[src/rtl/ksa_wide_addsub_seq.sv]
// Multi-cycle WORDS*16-bit add/subtract engine: one 16-bit Kogge-Stone adder is
// reused once per slice, LS slice first, with the inter-slice carry held in a register.

module ksa16 (
    input  logic [15:0] a,
    input  logic [15:0] b,
    input  logic        cin,
    output logic [15:0] sum,
    output logic        cout
);
    logic [15:0] half;
    logic [15:0] carry;

    // Four prefix levels (span 1,2,4,8); cin is folded into bit 0's generate.
    always_comb begin
        logic [15:0] g, p, gn, pn;
        half = a ^ b;
        g    = a & b;
        g[0] = g[0] | (half[0] & cin);
        p    = half;
        for (int l = 0; l < 4; l++) begin
            gn = g;
            pn = p;
            for (int i = (1 << l); i < 16; i++) begin
                gn[i] = g[i] | (p[i] & g[i - (1 << l)]);
                pn[i] = p[i] & p[i - (1 << l)];
            end
            g = gn;
            p = pn;
        end
        carry = g;
    end

    assign sum  = half ^ {carry[14:0], cin};
    assign cout = carry[15];
endmodule

module ksa_wide_addsub_seq #(
    parameter int WORDS = 4
) (
    input  logic                clk,
    input  logic                rst_n,
    input  logic                in_valid,
    output logic                in_ready,
    input  logic [16*WORDS-1:0] in_a,
    input  logic [16*WORDS-1:0] in_b,
    input  logic                in_cin,
    input  logic                in_op,
    output logic                out_valid,
    input  logic                out_ready,
    output logic [16*WORDS-1:0] out_sum,
    output logic                out_cout,
    output logic                out_ovf,
    output logic                busy
);
    localparam int W  = 16 * WORDS;
    localparam int CW = (WORDS > 1) ? $clog2(WORDS) : 1;

    typedef enum logic [1:0] {IDLE, RUN, DONE} state_t;

    state_t          state_q, state_d;
    logic [W-1:0]    a_q;
    logic [W-1:0]    b_q;
    logic [W-1:0]    result_d;
    logic            carry_q;
    logic [CW-1:0]   cnt_q;
    logic [15:0]     slice_sum;
    logic            slice_cout;
    logic            accept;
    logic            last;

    // Handshake: a transfer happens on a rising edge where valid & ready are both
    // high; in_ready is high only in IDLE, out_valid only in DONE, and neither
    // depends combinationally on the other side's valid/ready.
    assign in_ready  = (state_q == IDLE);
    assign out_valid = (state_q == DONE);
    assign busy      = (state_q != IDLE);
    assign accept    = in_valid & in_ready;
    assign last      = (cnt_q == CW'(WORDS - 1));

    ksa16 u_adder (
        .a    (a_q[16*cnt_q +: 16]),
        .b    (b_q[16*cnt_q +: 16]),
        .cin  (carry_q),
        .sum  (slice_sum),
        .cout (slice_cout)
    );

    // Finished slices overwrite the consumed A slices, so out_sum stays
    // untouched until the whole result is ready.
    always_comb begin
        result_d                 = a_q;
        result_d[16*cnt_q +: 16] = slice_sum;
    end

    always_comb begin
        state_d = state_q;
        case (state_q)
            IDLE:    if (in_valid)  state_d = RUN;
            RUN:     if (last)      state_d = DONE;
            DONE:    if (out_ready) state_d = IDLE;
            default:                state_d = IDLE;
        endcase
    end

    always_ff @(posedge clk or negedge rst_n) begin
        if (!rst_n) state_q <= IDLE;
        else        state_q <= state_d;
    end

    always_ff @(posedge clk or negedge rst_n) begin
        if (!rst_n) begin
            a_q      <= '0;
            b_q      <= '0;
            carry_q  <= 1'b0;
            cnt_q    <= '0;
            out_sum  <= '0;
            out_cout <= 1'b0;
            out_ovf  <= 1'b0;
        end else if (accept) begin
            a_q     <= in_a;
            b_q     <= in_op ? ~in_b : in_b;
            carry_q <= in_op ? ~in_cin : in_cin;
            cnt_q   <= '0;
        end else if (state_q == RUN) begin
            a_q     <= result_d;
            carry_q <= slice_cout;
            cnt_q   <= cnt_q + 1'b1;
            if (last) begin
                out_sum  <= result_d;
                out_cout <= slice_cout;
                out_ovf  <= (a_q[W-1] == b_q[W-1]) & (slice_sum[15] != a_q[W-1]);
            end
        end
    end
endmodule

[config.mk]
export PLATFORM = sky130hd
export DESIGN_NAME = ksa_wide_addsub_seq
export DESIGN_NICKNAME = d
export VERILOG_FILES = /design/src/rtl/ksa_wide_addsub_seq.sv
export SDC_FILE = /design/constraint.sdc
export NUM_CORES = 1
export LEC_CHECK = 0
export ABC_AREA = 1
export ABC_CLOCK_PERIOD_IN_PS = 2530
export BUFFER_PORTS_ARGS = -buffer_cell sky130_fd_sc_hd__buf_2
export CAP_MARGIN = 20
export CELL_PAD_IN_SITES_DETAIL_PLACEMENT = 0
export CELL_PAD_IN_SITES_GLOBAL_PLACEMENT = 1
export CORE_UTILIZATION = 37
export CTS_CLUSTER_DIAMETER = 120
export DETAILED_ROUTE_END_ITERATION = 16
export PLACE_DENSITY_LB_ADDON = 0.08
export SLEW_MARGIN = 20
export SYNTH_ARGS = -nofsm -noshare
export SYNTH_HDL_FRONTEND = slang
export SYNTH_SLANG_ARGS = --single-unit
[constraint.sdc]
create_clock -name clk -period 2.53 [get_ports clk]
set_input_delay 0.3795 -clock clk [delete_from_list [all_inputs] [get_ports clk]]
set_output_delay 0.3795 -clock clk [all_outputs]
set_load 0.05 [all_outputs]
==> results.cfg <==
[outcome]
outcome = finished with violations
violations = setup timing

[critical_path]
r2r_cells = 16
crit_path_max_incr_delay_ps = 440
critPathSlowestCell = dfrtp_2
r2r_start = cnt_q[0]
end_kind = register
arrival_ps = 3200
path_max_fanout = 18
critPathLaunchType = register
crit_top_cell = nand2_1
r2r-end = a_q[20]
path_cells = buf_12 > buf_8 > nand2_2 > a32oi_4 > inv_1 > fa_2 > buf_4 > nor2_2 > nor2_1 > xor2_1 > or2_4 > nor2_4 > nand2_1 > o21ai_2 > nand2_1 > nand2_1
worstPathRequired_ps = 2930
crit_type = reg -> reg
r2r_slack_ps = -280

[global_route]
grt_max_degree = 130
grtUsageTotal_pct = 25.7
antenna_found_initial = 0
gr-total-overflow = 0
grt_pass1_wl_um = 60900
grt_pass1_vias = 10486

[sta]
max_freq_mhz = 356
drv_slew = 0
setup-violations-final = 114
finalHoldViolCount = 0
worstMarginPinSlew_ps = 728
finClkSkew_ps = 21.0
setup_slack_ps = -278
fin_crit_sh_pct = 111
rsz0062_at_grt = yes
fin_tns_setup_ps = -12350
slew_headroom_pct = 51.4
finalCriticalPeriod_ps = 2810

[yosys]
yosys_warnings = 0
syn_inst = 1495
ys_seq_area_share_pct = 43.5
synth.most_common_cell = nand2_1
synth_edf_count = 0
synth_seq_cells = 199
ys_top_cells_by_area = dfrtp_1 43%, nand2_1 18%, o21ai_0 5.7%, xnor2_1 5.1%, inv_1 4.1%
synth_area_leader_cell = dfrtp_1
avgSynthCellArea_um2 = 7.66
synth_area_um2 = 11500
ys_types = 47
synth_ff_type = dfrtp_1
syn_nets = 1652
synth_top_cell_area_share_pct = 43.5
async_flop_share_pct = 100
synthTopCellsByCount = 543 x nand2_1, 199 x dfrtp_1, 130 x o21ai_0, 124 x inv_1, 73 x nor2_1

[cells_and_area]
layout-drive-gt1-share_pct = 30.2
fillers = 3148
n_antenna_cell = 0
synthToLayoutAreaGrowth_pct = 29.8
layout.nets = 1909

[route]
antenna_left = 0
finalWirelength_um = 39800
drc = 0
detail_route.iter0.violations = 668
detail_route.vias_per_cell = 5.04
avgRoutedWirePerCell_um = 18.4
firstDrtPassIters = 5
num_vias = 10879

[place]
place_congestion = 0.889
dp.final_hpwl_um = 28700
port_buffers = 202

[clock_network]
cts.sinks = 199
cts_tree = yes
cts_max_level = 4
cts_buffers = 17
clk_pin_slew_ps = 80
cts_max_path_buffers = 2
insertion_delay_ps = 460
cts-root-buf = clkbuf_16

[min_path]
hold_class = in -> reg
hold_path_depth = 2
worstHoldStart = out_ready
min_to = state_q[1]

[floorplan]
die_w_um = 178
die_h_um = 178
start_util_pct = 37.5
ioPinCount = 203
dieArea_um2 = 31700
core_area_um2 = 30500
row_count = 64

[run]
maxCapViolations = 0
## how the worst max path moves through the flow
stage                  start          end  slack, ps
finish              cnt_q[0]      a_q[20]       -280
global route        cnt_q[0]      a_q[20]       -430
CTS                 cnt_q[0]      a_q[20]       -230
detailed placement  cnt_q[1]  out_sum[41]       -370
global placement    cnt_q[0]      a_q[18]       -380
floorplan           cnt_q[0]  out_sum[40]         10
## state kept, by name, summed over array words and instances, names as in the netlist
name,cells
out_cout,1
b_q,64
out_ovf,1
carry_q,1
cnt_q,2
a_q,64
out_sum,64
state_q,2
## area by class of cell
| cell class | instances | area, um2 | share of cell area [%] |
|---|---|---|---|
| Clock buffer | 21 | 450 | 3.03 |
| Clock inverter | 10 | 121 | 0.816 |
| Inverter | 130 | 490 | 3.30 |
| Multi-Input combinational cell | 1078 | 6160 | 41.5 |
| Sequential cell | 199 | 4980 | 33.5 |
| Tap cell | 396 | 495 | 3.33 |
| Timing Repair Buffer | 326 | 2160 | 14.5 |
## worst max-delay path, delay by kind of cell, from the launching register on
kind / cells / cell delay (ps)
AND/OR/NAND/NOR: 8 / 780
buffers and inverters: 4 / 590
flip-flops: 1 / 440
adder cells (fa/ha/maj): 1 / 400
AO/OA/AOI/OAI: 2 / 380
XOR/XNOR: 1 / 160
## routing by layer
layer / vias up / track usage [%] / part of all wire (%)
li1: 5308 / - / -
met1: 5211 / 35.8 / 47
met2: 317 / 41.0 / 47
met3: 43 / 2.89 / 4.3
met4: 0 / 8.94 / 2.6
met5: - / 0 / 0
## through the flow
stage	setup WS [ps]	instance area (um2)	cells	util (%)	hold slack (ps)
2_1_floorplan	13.0	11500	1495	-	83.9
3_3_place_gp	-383	13500	2118	44.2	393
3_5_place_dp	-373	13500	2118	44.2	388
4_1_cts	-233	14700	2159	48.3	98.1
5_1_grt	-435	14900	2160	48.7	106
6_report	-278	14900	2160	48.7	112
## logic make-up after synthesis
group / synth area share, %
DFF: 43.5
buffers and inverters: 8.84
xor gates and xnor gates: 5.64
AOI/OAI and AO/OA: 14.2
and+or+nand+nor: 25.2
adders and majority gates: 2.64
## cells in the final DEF, fill, tap and decap left out, types with 8 or more instances in the layout
master	instances
nand2_1	508
buf_2	200
dfrtp_1	197
inv_1	119
o21ai_0	111
buf_4	104
xnor2_1	64
nor2_1	62
nand2_2	39
o21ai_1	36
nand3_1	32
o21ai_2	22
o22ai_2	20
nand4_1	17
a22o_1	17
clkbuf_16	17
a21oi_2	16
o22ai_1	16
buf_12	14
ha_4	13
o211ai_1	12
nand3_2	11
inv_2	10
nor2_2	10
a21oi_1	10
ha_1	8
## repair_timing
| action | in CTS | in global routing |
|---|---|---|
| pin swaps | 24 | 9 |
| buffers inserted | 9 | 1 |
| hold endpoints to repair | 50 | 0 |
| endpoints found under the setup margin | 121 | 126 |
| hold buffers | 1 | 0 |
| resized for setup | 146 | 27 |
Power is not shown: default switching activity piles up to over one toggle a cycle in this logic, so the estimate is an artifact.
